$ cat src/rtl/cnn_pkg.sv
// Shared constants and state encoding for the CNN front-end blocks.
package cnn_pkg;
  localparam int KERNEL_K       = 3;
  localparam int WIN_ELEMS      = KERNEL_K * KERNEL_K;
  localparam int DEFAULT_DATA_W = 8;

  typedef enum logic [1:0] {
    IDLE   = 2'd0,
    ACTIVE = 2'd1,
    DRAIN  = 2'd2
  } win_state_t;
endpackage

$ cat src/rtl/conv_line_buffer.sv
// Single image row of storage; combinational read and registered write share one index,
// so a read at the write index returns the old contents (read-before-write).
module conv_line_buffer #(
  parameter int DATA_W = 8,
  parameter int DEPTH  = 8
) (
  input  logic                     clk,
  input  logic                     wr_en,
  input  logic [$clog2(DEPTH)-1:0] idx,
  input  logic [DATA_W-1:0]        wr_data,
  output logic [DATA_W-1:0]        rd_data
);
  logic [DATA_W-1:0] mem [DEPTH];

  assign rd_data = mem[idx];

  always_ff @(posedge clk) begin
    if (wr_en) mem[idx] <= wr_data;
  end
endmodule

$ cat src/rtl/conv_window_gen.sv
// Streaming 3x3 sliding-window generator (no padding) feeding the conv/MAC datapath.
// Define CONV_WIN_LAST_EN to add the out_last frame-end marker port.
//
//   state  | meaning
//   IDLE   | waiting for an en pulse; no pixels accepted
//   ACTIVE | accepting pixels, emitting windows
//   DRAIN  | last pixel taken; waiting for the final window to be accepted
module conv_window_gen
  import cnn_pkg::*;
#(
  parameter int DATA_W = DEFAULT_DATA_W,
  parameter int IMG_W  = 8,
  parameter int IMG_H  = 8
) (
  input  logic                        clk,
  input  logic                        reset,
  input  logic                        en,
  input  logic                        in_valid,
  input  logic [DATA_W-1:0]           in_pixel,
  output logic                        in_ready,
  output logic                        out_valid,
  input  logic                        out_ready,
  output logic [WIN_ELEMS*DATA_W-1:0] out_win,
`ifdef CONV_WIN_LAST_EN
  output logic                        out_last,
`endif
  output logic                        busy,
  output logic                        done
);
  localparam int CW = $clog2(IMG_W);
  localparam int RW = $clog2(IMG_H);
  localparam logic [CW-1:0] COL_LAST = CW'(IMG_W - 1);
  localparam logic [RW-1:0] ROW_LAST = RW'(IMG_H - 1);
  localparam logic [CW-1:0] COL_MIN  = CW'(KERNEL_K - 1);
  localparam logic [RW-1:0] ROW_MIN  = RW'(KERNEL_K - 1);

  win_state_t state, state_next;
  logic [CW-1:0] col;
  logic [RW-1:0] row;
  logic accept, gen_win, last_pix, done_next;
  logic [DATA_W-1:0] lb0_rd, lb1_rd;
  logic [WIN_ELEMS*DATA_W-1:0] win_q, win_next;

  assign in_ready = (state == ACTIVE) && (!out_valid || out_ready);
  assign accept   = in_valid && in_ready;
  assign last_pix = (row == ROW_LAST) && (col == COL_LAST);
  assign gen_win  = (row >= ROW_MIN) && (col >= COL_MIN);
  assign busy     = (state != IDLE);

  always_ff @(posedge clk) begin
    if (reset) begin
      state <= IDLE;
      done  <= 1'b0;
    end else begin
      state <= state_next;
      done  <= done_next;
    end
  end

  always_comb begin
    state_next = state;
    done_next  = 1'b0;
    case (state)
      IDLE:    if (en) state_next = ACTIVE;
      ACTIVE:  if (accept && last_pix) state_next = DRAIN;
      DRAIN: begin
        if (out_valid && out_ready) begin
          state_next = IDLE;
          done_next  = 1'b1;
        end
      end
      default: state_next = IDLE;
    endcase
  end

  always_ff @(posedge clk) begin
    if (reset) begin
      row <= '0;
      col <= '0;
    end else if (state == IDLE && en) begin
      row <= '0;
      col <= '0;
    end else if (accept) begin
      if (col == COL_LAST) begin
        col <= '0;
        row <= (row == ROW_LAST) ? '0 : row + 1'b1;
      end else begin
        col <= col + 1'b1;
      end
    end
  end

  conv_line_buffer #(.DATA_W(DATA_W), .DEPTH(IMG_W)) u_lb0 (
    .clk     (clk),
    .wr_en   (accept),
    .idx     (col),
    .wr_data (in_pixel),
    .rd_data (lb0_rd)
  );

  conv_line_buffer #(.DATA_W(DATA_W), .DEPTH(IMG_W)) u_lb1 (
    .clk     (clk),
    .wr_en   (accept),
    .idx     (col),
    .wr_data (lb0_rd),
    .rd_data (lb1_rd)
  );

  // Shift every row one column left and insert the new right column (oldest row on top).
  always_comb begin
    win_next = '0;
    for (int r = 0; r < KERNEL_K; r++) begin
      for (int c = 0; c < KERNEL_K - 1; c++) begin
        win_next[(r*KERNEL_K + c)*DATA_W +: DATA_W] = win_q[(r*KERNEL_K + c + 1)*DATA_W +: DATA_W];
      end
    end
    win_next[(0*KERNEL_K + KERNEL_K - 1)*DATA_W +: DATA_W] = lb1_rd;
    win_next[(1*KERNEL_K + KERNEL_K - 1)*DATA_W +: DATA_W] = lb0_rd;
    win_next[(2*KERNEL_K + KERNEL_K - 1)*DATA_W +: DATA_W] = in_pixel;
  end

  always_ff @(posedge clk) begin
    if (accept) win_q <= win_next;
  end

  always_ff @(posedge clk) begin
    if (reset) begin
      out_valid <= 1'b0;
      out_win   <= '0;
`ifdef CONV_WIN_LAST_EN
      out_last  <= 1'b0;
`endif
    end else if (accept && gen_win) begin
      out_valid <= 1'b1;
      out_win   <= win_next;
`ifdef CONV_WIN_LAST_EN
      out_last  <= last_pix;
`endif
    end else if (out_ready) begin
      out_valid <= 1'b0;
    end
  end
endmodule

$ cat config.mk
export PLATFORM = sky130hd
export DESIGN_NAME = conv_window_gen
export DESIGN_NICKNAME = d
export VERILOG_FILES = /design/src/rtl/cnn_pkg.sv /design/src/rtl/conv_line_buffer.sv /design/src/rtl/conv_window_gen.sv
export SDC_FILE = /design/constraint.sdc
export NUM_CORES = 1
export LEC_CHECK = 0
export CORE_ASPECT_RATIO = 0.5
export CORE_UTILIZATION = 45
export DETAILED_ROUTE_END_ITERATION = 10
export DONT_BUFFER_PORTS = 1
export SLEW_MARGIN = 10
export SYNTH_ARGS = -nofsm -noshare
export SYNTH_HDL_FRONTEND = slang
export SYNTH_SLANG_ARGS = --single-unit
$ cat constraint.sdc
create_clock -name clk -period 10.2 [get_ports clk]
set_input_delay 2.55 -clock clk [delete_from_list [all_inputs] [get_ports clk]]
set_output_delay 2.55 -clock clk [all_outputs]
set_load 0.02 [all_outputs]
-- After elaboration in Yosys (flattened, before gate mapping)
Memories as Yosys holds them, arrays and structs flattened. A register that Yosys moved wholly into a read port is not among the register bits.
Cells that the tools add are included.
- order comparisons: 2
- $mul: 0
- multiplexer cells: 15
- reduce and logical (&&, ||, !) cells: 17
- add/sub/neg operators: 2
- shifts and indexed selects: 0
- equality and inequality tests: 7
- div/mod/pow operators: 0
- bitwise operators: 1
- operators with widths (cell ; number):
    3-bit 2-to-1 mux ; 6
    1-bit logical AND ; 8
    3-bit by 1-bit adder with 3-bit output, second input constant ; 2
    3-bit equality test, second input constant ; 2
    3-bit by 2-bit greater-or-equal comparator with 1-bit output, second input constant ; 2
    2-bit 2-to-1 mux ; 3
    2-bit case mux with 3 select lines ; 1
    1-bit 2-to-1 mux ; 5
    2-bit != test, second input constant ; 2
    2-bit nonzero test ; 2
    2-bit OR reduction ; 2
    3-bit AND reduction ; 1
    2-bit by 1-bit equality test with 1-bit output, second input constant ; 1
    2-bit equality test, second input constant ; 1
    2-bit zero test ; 1
    2-bit by 1-bit != test with 1-bit output, second input constant ; 1
    2-bit AND reduction ; 1
    1-bit zero test ; 1
    1-bit logical OR ; 1
    1-bit inverter ; 1
- memory bits (read-only): 0
- RAM bits: 128
- flip-flop bits (word level): 154
- output and inout bits: 76
- latch bits: 0
- input port bits: 13
- memories kept: 2
- memory list (memory ; words ; width ; rd ports ; clocked after memory_dff ; write ports ; RTL line ; text):
    u_lb0.mem ; 8 ; 8 ; 1 ; 1 ; 1 ; conv_line_buffer.sv:13 ; logic [DATA_W-1:0] mem [DEPTH];
    u_lb1.mem ; 8 ; 8 ; 1 ; 1 ; 1 ; conv_line_buffer.sv:13 ;

-- Longest topological paths before layout
Gate-level depths: netlist (run 1).
- depth after elaboration: 7
- depth in mapped cells: 8
- mapped depth without buffers: 6

-- By module
A second synthesis (run 1) with hierarchy kept.
- cells, all modules: 661
- area, all modules: 10159.7 um2
- by module, submodules not included (module ; cells an instance ; area an instance (um2) ; times used):
    conv_line_buffer ; 121 ; 2555.0 ; 2
    conv_window_gen ; 419 ; 5049.8 ; 1

-- Worst setup path after synthesis (run 1)
No wires, ideal clock.
- kind: in2reg
- from: input port out_ready
- to: memory u_lb0.mem[4][0], enable pin
- cell stages on the path: 5
- arrival time: 5.482 ns
- setup slack: 4.308 ns
- path through: nand2b_1 nand3_1 inv_1 nand2_1 nor3_1
- cells in the longest elaborated chain, start to end: 5
- RTL lines (element ; RTL line ; text):
    start: declaration ; conv_window_gen.sv:22 ; input logic out_ready,
    1-bit logical OR ; conv_window_gen.sv:44 ; assign in_ready = (state == ACTIVE) && (!out_valid || out_ready);
    1-bit logical AND ; conv_window_gen.sv:44 ;
    1-bit logical AND ; conv_window_gen.sv:45 ; assign accept = in_valid && in_ready;
    named net accept ; conv_window_gen.sv:40 ; logic accept, gen_win, last_pix, done_next;
    1-bit 2-to-1 mux ; conv_line_buffer.sv:18 ; if (wr_en) mem[idx] <= wr_data;
    1-bit 2-to-1 mux (implied by the code) ; conv_line_buffer.sv:18 ;
    end: declaration ; conv_line_buffer.sv:13 ;
The timed path passes the listed nets, and every way through them passes these cells.

-- Worst setup path in the final report (run 1)
- from: input port out_ready
- to: output port in_ready
- cells in the longest elaborated chain, start to end: 2
- RTL lines (element ; RTL line ; text):
    1-bit logical OR ; conv_window_gen.sv:44 ;
    1-bit logical AND ; conv_window_gen.sv:44 ;
    end: declaration ; conv_window_gen.sv:20 ; output logic in_ready,
No other way between the ends.

==> run_results.csv, run 1 <==
group,metric,value,unit
job,drv_cap,0,
sta,worst_hold_slack,0.448,ns
finish,final_cell_mix,"edfxtp_1 (176), nand2_1 (123), dfxtp_1 (83)",
sta,rsz0062_at_grt,"false",
critical_path,end_kind,"output port",
critical_path,cp_cell_sequence,"nand2b_1, and2_1",
critical_path,worstSetupPathType,"input port to output port",
floorplanning,die_w,205,um
sta,min_period_over_period,55.0,%
synthesis,synth_seq_area_share,75.1,%
sta,slew_viol_final,0,
finish,drive_gt1_share,15.9,%
cts,htree_levels,1,
floorplanning,core,19900,um2
route,wl_met3,1300,um
global_route,grt_pass1_wl,28100,um
global_route,grt_max_degree,77,
placed_design,dp_cells,858,
cts,ctsRootBufferMaster,"clkbuf_16",
route,met1Wirelength,8880,um
sta,tns,0,ns
cts,clkTransAtPathRegs,0.07,ns
finish,syn_to_final_growth,10.7,%
pwr,power_leakage,3.23,nW
route,via_per_inst,5.36,
synthesis,synthCells,613,
route,routed.top_layer,"met4",
sta,clock_skew,0.0123,ns
route,wl_met2,7830,um
pwr,power_density,194,nW/um2
route,drtAntennaViolNets,0,
sta,hold_violations,0,
cts,clock_sinks,261,
global_route,grt_usage,17.6,%
route,routedWlPerCell,20.3,um
floorplanning,start_util,46.8,%
cts,ctsLongestPathBuffers,3,
cts,insertion_delay,0.50,ns
route,dr.pass1.iters,4,
critical_path,arrival,3.06,ns
synthesis,synthesis.nets,631,
cts,cts_tree,"built",
sta,worst_pin_slew,1.09,ns
synthesis,synth-edff-count,176,
status,outcome,"finished, final reports clean",
sta,setup-violations-final,0,
hold_path,hp-start,"win_q[18]$_DFFE_PP_",
floorplanning,rows,36,
floorplanning,die_h,104,um
critical_path,r2r_start,"col[1]$_SDFFE_PP0P_",
synthesis,ys_warn_count,0,
finish,fillers,1630,
cts,cts.repair.resized,0,
critical_path,crit_path_max_fanout,6,
pwr,totalPowerFinal,1.99,mW
critical_path,cp_top_family,"simple AND/OR/NAND/NOR gates",
floorplanning,io_pins,89,
finish,design_area,10300,um2
cts,cts_setup_buffers,0,
finish,layout_commonest_cell,"edfxtp_1",
critical_path,critical_path.slowest_cell,"and2_1",
synthesis,async_reset_ff_share,0,%
global_route,antenna_found_initial,0,
synthesis,avgSynthCellArea,15.2,um2
synthesis,synth_cell_types,28,
route,drt_iter0_markers,397,
sta,fmax,0.178,GHz
global_route,grt_pass1_vias,4765,
cts,numCtsBuffers,23,
finish,fin_cells,901,
sta,relSlewSlack,27.0,%
critical_path,critPathRequiredTime,7.65,ns
cts,cts_hold_buf,0,
placed_design,port_buffers,0,
synthesis,syn_area,9300,um2
synthesis,ys_ff_latch,261,
critical_path,cp-start-kind,"input port",
finish,nets,635,
route,wl,18300,um
floorplanning,dieArea,21300,um2
route,num_vias,4829,
placed_design,gp_congestion,0.772,
route,drcViolationCount,0,
critical_path,cp_slowest_stage_delay,0.29,ns
placed_design,dp_hpwl,11000,um
sta,layout_min_cycle_time,5.61,ns
synthesis,synth-main-ff-cell,"edfxtp_1",
critical_path,startpoint,"out_ready",
hold_path,hold_class,"flip-flop to flip-flop",
global_route,grt-ovfl-total,0,
placed_design,placed_area,9580,um2
critical_path,critPathBufInv,0,
pwr,peakVddDrop,95.5,uV
==> layout make-up <==
class                   count  area [um2]  share of cell area (%)
repair buffers             11        82.6                   0.802
flip-flops and latches    261        6990                    67.9
diodes                      1        2.50                  0.0243
multi-input cells         317        2170                    21.1
clock buffers              35         672                    6.53
well taps                 266         333                    3.23
clock inverters             7        36.3                   0.352
inverters                   3        11.3                   0.109
==> worst paths after layout <==
check	endpoint	slack, ns	cells past startpoint
worst max-delay path	in_ready	4.59	2
worst min-delay path	win_q[10]$_DFFE_PP_	0.45	0
worst max register to register	out_win[20]$_SDFFE_PP0P_	7.81	5
worst min register to register	win_q[10]$_DFFE_PP_	0.45	0
==> cell usage after synthesis (2+ instances only) <==
master,count,area [um2]
a21oi_1,64,320
buf_2,19,95.1
buf_6,4,45.0
clkbuf_1,9,33.8
dfxtp_1,85,1700
edfxtp_1,176,5290
ha_1,5,62.6
inv_1,3,11.3
mux2_2,16,180
mux4_2,32,721
nand2_1,123,462
nand2b_1,2,12.5
nand3_1,3,15.0
nor2_1,37,139
nor3_1,20,100
or3_1,3,18.8
==> worst register-to-register path: stages, from the launching register on <==
cell     delay [ns]
dfxtp_1        0.52
ha_1           0.22
o32a_1         0.24
nand4_4        0.82
nor2_1         0.39
nor3_1         0.09
==> kinds of logic (layout without fill, tap and decap cells) <==
group                    Yosys count  count (layout)  share of synthesized area [%]
AO/OA/AOI/OAI                     67              67                           3.74
adder cells (fa/ha/maj)            5               5                          0.672
buffers and inverters             35              56                           1.99
flip-flops                       261             261                           75.1
multiplexers                      48              48                           9.68
other                              0               1                              0
AND/OR/NAND/NOR                  197             197                           8.81
==> routing by layer <==
metal	up-vias	GRT usage [%]
met4	0	3.49
met3	24	4.06
met1	2447	27.0
met2	107	25.4
met5	-	0
li1	2251	-
==> metrics by stage <==
stage / utilization, % / worst slack, ns
after global routing: 51.8 / 4.55
after detailed placement: 48.2 / 4.59
after global placement: 48.2 / 4.61
final: 51.8 / 4.59
after CTS: 51.8 / 4.59
after floorplan: - / 4.31
==> registers in the layout, summed over array words and instances, names as in the netlist, named ones only <==
signal	flops
row	3
u_lb1.mem	64
out_valid	1
out_win	72
u_lb0.mem	64
col	3
win_q	48
state	2
done	1
==> power by group <==
part / switching [mW] / total (mW) / internal (mW)
Sequential: 0.00424 / 1.14 / 1.14
Clock: 0.357 / 0.813 / 0.456
Combinational: 0.0234 / 0.0365 / 0.0131
(Power assumes the default switching activity.)
==> run 2: changes to the inputs <==
==> constraint.sdc (replaced) <==
create_clock -name clk -period 5.4 [get_ports clk]
set_input_delay 1.35 -clock clk [delete_from_list [all_inputs] [get_ports clk]]
set_output_delay 1.35 -clock clk [all_outputs]
set_load 0.02 [all_outputs]
==> run 2 against run 1 <==
First-iteration DRC count is 37% higher. Via count is 0.50% higher. Critical path depth is the same. Clock power up 89%. Die area is the same. Total power up 89%.
==> run_results.csv, run 2 (synthesis results as in run 1) <==
group,metric,value,unit
status,outcome,"finished, final reports clean",
finish,drive_gt1_share,16.2,%
sta,worst_pin_slew,1.10,ns
route,routedWlPerCell,20.1,um
sta,min_period_over_period,59.4,%
global_route,grt_pass1_vias,4687,
route,wl,18100,um
finish,nets,635,
cts,clock_sinks,261,
pwr,totalPowerFinal,3.77,mW
critical_path,critPathBufInv,0,
pwr,peakVddDrop,195,uV
critical_path,startpoint,"out_ready",
pwr,pwr-share-seq,57.4,%
sta,rsz0062_at_grt,"false",
floorplanning,rows,36,
cts,cts_setup_buffers,0,
finish,fillers,1619,
global_route,grt-ovfl-total,0,
cts,clkTransAtPathRegs,0.07,ns
sta,setup-violations-final,0,
cts,cts_hold_buf,0,
finish,layout_commonest_cell,"edfxtp_1",
sta,tns,0,ns
route,via_per_inst,5.39,
critical_path,r2r_start,"col[1]$_SDFFE_PP0P_",
cts,ctsRootBufferMaster,"clkbuf_16",
route,dr.pass1.iters,5,
placed_design,dp_hpwl,10900,um
sta,slew_viol_final,0,
placed_design,port_buffers,0,
pwr,p_clk_share,40.8,%
cts,ctsLongestPathBuffers,3,
finish,seqCellArea,6990,um2
floorplanning,start_util,46.8,%
critical_path,path_depth,2,
critical_path,critPathRequiredTime,4.05,ns
pwr,power_leakage,3.23,nW
hold_path,hold_class,"flip-flop to flip-flop",
route,drt_iter0_markers,544,
floorplanning,die_h,104,um
cts,insertion_delay,0.51,ns
sta,hold_violations,0,
floorplanning,io_pins,89,
job,drv_cap,0,
cts,cts.repair.resized,0,
critical_path,arrival,1.86,ns
global_route,grt_usage,17.6,%
route,drcViolationCount,0,
finish,multiInputGateArea,2170,um2
finish,top_regs,"out_win x72, u_lb0.mem x64, u_lb1.mem x64",
sta,fmax,0.312,GHz
finish,num_antenna_cells,0,
critical_path,worstSetupPathType,"input port to output port",
placed_design,gp_congestion,0.751,
finish,largest_register_ffs,72,
critical_path,r2r_slack,2.85,ns
critical_path,critical_path.slowest_cell,"and2_1",
cts,htree_levels,1,
global_route,grt_max_degree,77,
critical_path,cp_top_family,"simple AND/OR/NAND/NOR gates",
pwr,pwr-share-comb,1.8,%
finish,final_cell_mix,"edfxtp_1 (176), nand2_1 (123), dfxtp_1 (83)",
pwr,swShare,19.7,%
finish,top_register,"out_win",
global_route,grt_pass1_wl,28300,um
pwr,p_switching,0.742,mW
critical_path,cp-endpoint,"in_ready",
floorplanning,dieArea,21300,um2
global_route,antenna_found_initial,0,
critical_path,end_kind,"output port",
critical_path,reg2regPathDepth,6,
hold_path,hp-start,"win_q[23]$_DFFE_PP_",
critical_path,r2r-end,"out_win[41]$_SDFFE_PP0P_",
route,drtAntennaViolNets,0,
critical_path,crit_path_max_fanout,6,
sta,layout_min_cycle_time,3.21,ns
floorplanning,die_w,205,um
critical_path,cp_slowest_stage_delay,0.29,ns
route,num_vias,4853,
sta,relSlewSlack,26.8,%
sta,clock_skew,0.0112,ns
finish,syn_to_final_growth,10.5,%
cts,numCtsBuffers,23,
cts,cts_tree,"built",
pwr,p_int,3.03,mW
critical_path,cp-start-kind,"input port",
pwr,power_density,367,nW/um2
critical_path,cp_cell_sequence,"nand2b_1, and2_1",
floorplanning,core,19900,um2
## run 2: how the worst min path moves through the flow
stage                               end  slack, ns  cells after the start
floorplan           win_q[10]$_DFFE_PP_       0.43                      0
global placement    win_q[61]$_DFFE_PP_       0.43                      0
detailed placement  win_q[62]$_DFFE_PP_       0.43                      0
CTS                 win_q[15]$_DFFE_PP_       0.44                      0
global route        win_q[15]$_DFFE_PP_       0.46                      0
finish              win_q[15]$_DFFE_PP_       0.45                      0
## run 2: stage by stage
| step | hold slack, ns | instances | area (um2) | worst slack, ns | util, % |
|---|---|---|---|---|---|
| final | 0.451 | 900 | 10300 | 2.19 | 51.8 |
| after global routing | 0.462 | 900 | 10300 | 2.14 | 51.8 |
| after CTS | 0.443 | 900 | 10300 | 2.20 | 51.8 |
| after detailed placement | 0.432 | 858 | 9580 | 2.18 | 48.2 |
| after global placement | 0.432 | 858 | 9580 | 2.21 | 48.2 |
| after floorplan | 0.426 | 613 | 9300 | 0.708 | - |
## run 2: power by group through the flow
| stage | logic, mW | registers [mW] | clock network (mW) |
|---|---|---|---|
| 5_1_grt | 0.0750 | 2.16 | 1.65 |
| 3_3_place_gp | 0.0697 | 2.21 | 0 |
| 2_1_floorplan | 0.0568 | 2.20 | 0 |
| 6_report | 0.0686 | 2.16 | 1.54 |
| 3_5_place_dp | 0.0702 | 2.21 | 0 |
| 4_1_cts | 0.0704 | 2.16 | 1.57 |
## run 2: layout make-up
cell class / count / area share [%]
flip-flops and latches: 261 / 68.0
multi-input cells: 317 / 21.1
clock buffers: 29 / 5.91
well taps: 266 / 3.24
clock inverters: 13 / 0.876
repair buffers: 11 / 0.803
inverters: 3 / 0.110
## run 2: layer usage
metal / global-route usage, % / routed length (um)
met4: 3.60 / 273
met1: 27.9 / 9030
met5: 0 / 0
met3: 4.72 / 1240
met2: 24.0 / 7580
==> run 3: changes to the inputs <==
==> constraint.sdc (replaced) <==
create_clock -name clk -period 3.1 [get_ports clk]
set_input_delay 0.775 -clock clk [delete_from_list [all_inputs] [get_ports clk]]
set_output_delay 0.775 -clock clk [all_outputs]
set_load 0.02 [all_outputs]
==> run 3 against run 2 <==
Global-route usage is 0.054 points lower. Register-to-register slack worse by 2.1 ns. Die area unchanged. Critical path type is now flip-flop to flip-flop. Critical endpoint is now out_win[57]$_SDFFE_PP0P_. Largest cell class unchanged.
==> run_results.csv, run 3 (synthesis results as in run 1) <==
group,metric,value,unit
route,wl,18400,um
finish,multiInputGateArea,2180,um2
pwr,peakVddDrop,312,uV
critical_path,critPathRequiredTime,3.53,ns
placed_design,port_buffers,0,
critical_path,cp-start-kind,"flip-flop",
cts,insertion_delay,0.50,ns
cts,cts_hold_buf,0,
finish,syn_to_final_growth,12.1,%
hold_path,hold_class,"input port to flip-flop",
route,routedWlPerCell,20.3,um
route,num_vias,4889,
finish,seqCellArea,6990,um2
route,drt_iter0_markers,479,
sta,clock_skew,0.00888,ns
route,drtAntennaViolNets,0,
global_route,grt_usage,17.5,%
floorplanning,dieArea,21300,um2
cts,ctsLongestPathBuffers,3,
finish,final_util,52.5,%
placed_design,gp_congestion,0.768,
sta,tns,0,ns
route,dr.pass1.iters,4,
finish,final_cell_mix,"edfxtp_1 (176), nand2_1 (123), dfxtp_1 (84)",
global_route,grt-ovfl-total,0,
finish,nets,641,
floorplanning,die_w,205,um
sta,rsz0062_at_grt,"false",
floorplanning,start_util,46.8,%
floorplanning,io_pins,89,
pwr,power_leakage,3.28,nW
cts,cts.repair.resized,0,
sta,hold_violations,0,
finish,top_register,"out_win",
sta,worst_pin_slew,0.944,ns
critical_path,arrival,2.81,ns
sta,fmax,0.420,GHz
cts,clkTransAtPathRegs,0.07,ns
cts,htree_levels,1,
status,outcome,"finished, final reports clean",
floorplanning,die_h,104,um
sta,layout_min_cycle_time,2.38,ns
cts,numCtsBuffers,23,
finish,layout_commonest_cell,"edfxtp_1",
global_route,grt_pass1_wl,28100,um
sta,worst_hold_slack,0.341,ns
route,via_per_inst,5.40,
job,drv_cap,0,
cts,ctsRootBufferMaster,"clkbuf_16",
route,drcViolationCount,0,
global_route,antenna_found_initial,1,
pwr,totalPowerFinal,6.73,mW
finish,design_area,10400,um2
global_route,grt_pass1_vias,4644,
critical_path,crit_path_max_fanout,35,
finish,drive_gt1_share,16.9,%
critical_path,worstSetupPathType,"flip-flop to flip-flop",
global_route,grt_max_degree,77,
critical_path,end_kind,"flip-flop",
cts,clock_sinks,261,
cts,cts_setup_buffers,0,
floorplanning,core,19900,um2
floorplanning,rows,36,
finish,top_regs,"out_win x72, u_lb0.mem x64, u_lb1.mem x64",
sta,relSlewSlack,37.0,%
finish,largest_register_ffs,72,
sta,slew_viol_final,0,
cts,cts_tree,"built",
placed_design,dp_hpwl,11400,um
sta,setup-violations-final,0,
placed_design,placed_area,9680,um2
finish,num_antenna_cells,0,
pwr,power_density,645,nW/um2
sta,min_period_over_period,76.8,%
finish,fillers,1611,
## run 3: worst paths after layout
| check | from | end | slack [ns] | cells past startpoint |
|---|---|---|---|---|
| worst max-delay path | col[1]$_SDFFE_PP0P_ | out_win[57]$_SDFFE_PP0P_ | 0.72 | 6 |
| worst min-delay path | reset | out_valid$_SDFFE_PP0P_ | 0.34 | 1 |
| worst max register to register | col[1]$_SDFFE_PP0P_ | out_win[57]$_SDFFE_PP0P_ | 0.72 | 6 |
| worst min register to register | win_q[22]$_DFFE_PP_ | win_q[14]$_DFFE_PP_ | 0.45 | 0 |
## run 3: critical path: stages (launching register included)
cell,delay [ns]
dfxtp_1,0.56
ha_1,0.24
o32a_1,0.24
and4_2,0.72
buf_4,0.34
nand2_1,0.08
a21oi_1,0.13
## run 3: cell type report
type                    instances  share of cell area [%]
flip-flops and latches        261                    67.0
multi-input cells             317                    20.9
clock buffers                  26                    5.82
well taps                     266                    3.19
repair buffers                 17                    1.58
clock inverters                15                    1.39
inverters                       3                   0.144
## run 3: stage by stage
step                setup WS, ns  cells
floorplan                 -0.144    613
global placement           0.738    864
detailed placement         0.682    864
CTS                        0.690    905
global route               0.506    905
finish                     0.718    905
## run 3: per-layer routing
metal | routed length [um] | GRT usage, % | vias to the layer above | share of wire, %
met1 | 8890 | 27.9 | 2471 | 48
met5 | 0 | 0 | - | 0
met2 | 7810 | 24.0 | 134 | 43
met4 | 317 | 3.76 | 0 | 1.7
met3 | 1360 | 4.25 | 24 | 7.4
li1 | - | - | 2260 | -
## run 3: report_power, final
group | switching [mW] | internal (mW) | leakage (nW)
Clock | 1.18 | 1.65 | 0.370
Sequential | 0.0145 | 3.75 | 2.28
Combinational | 0.0771 | 0.0477 | 0.630
Total | 1.28 | 5.45 | 3.28
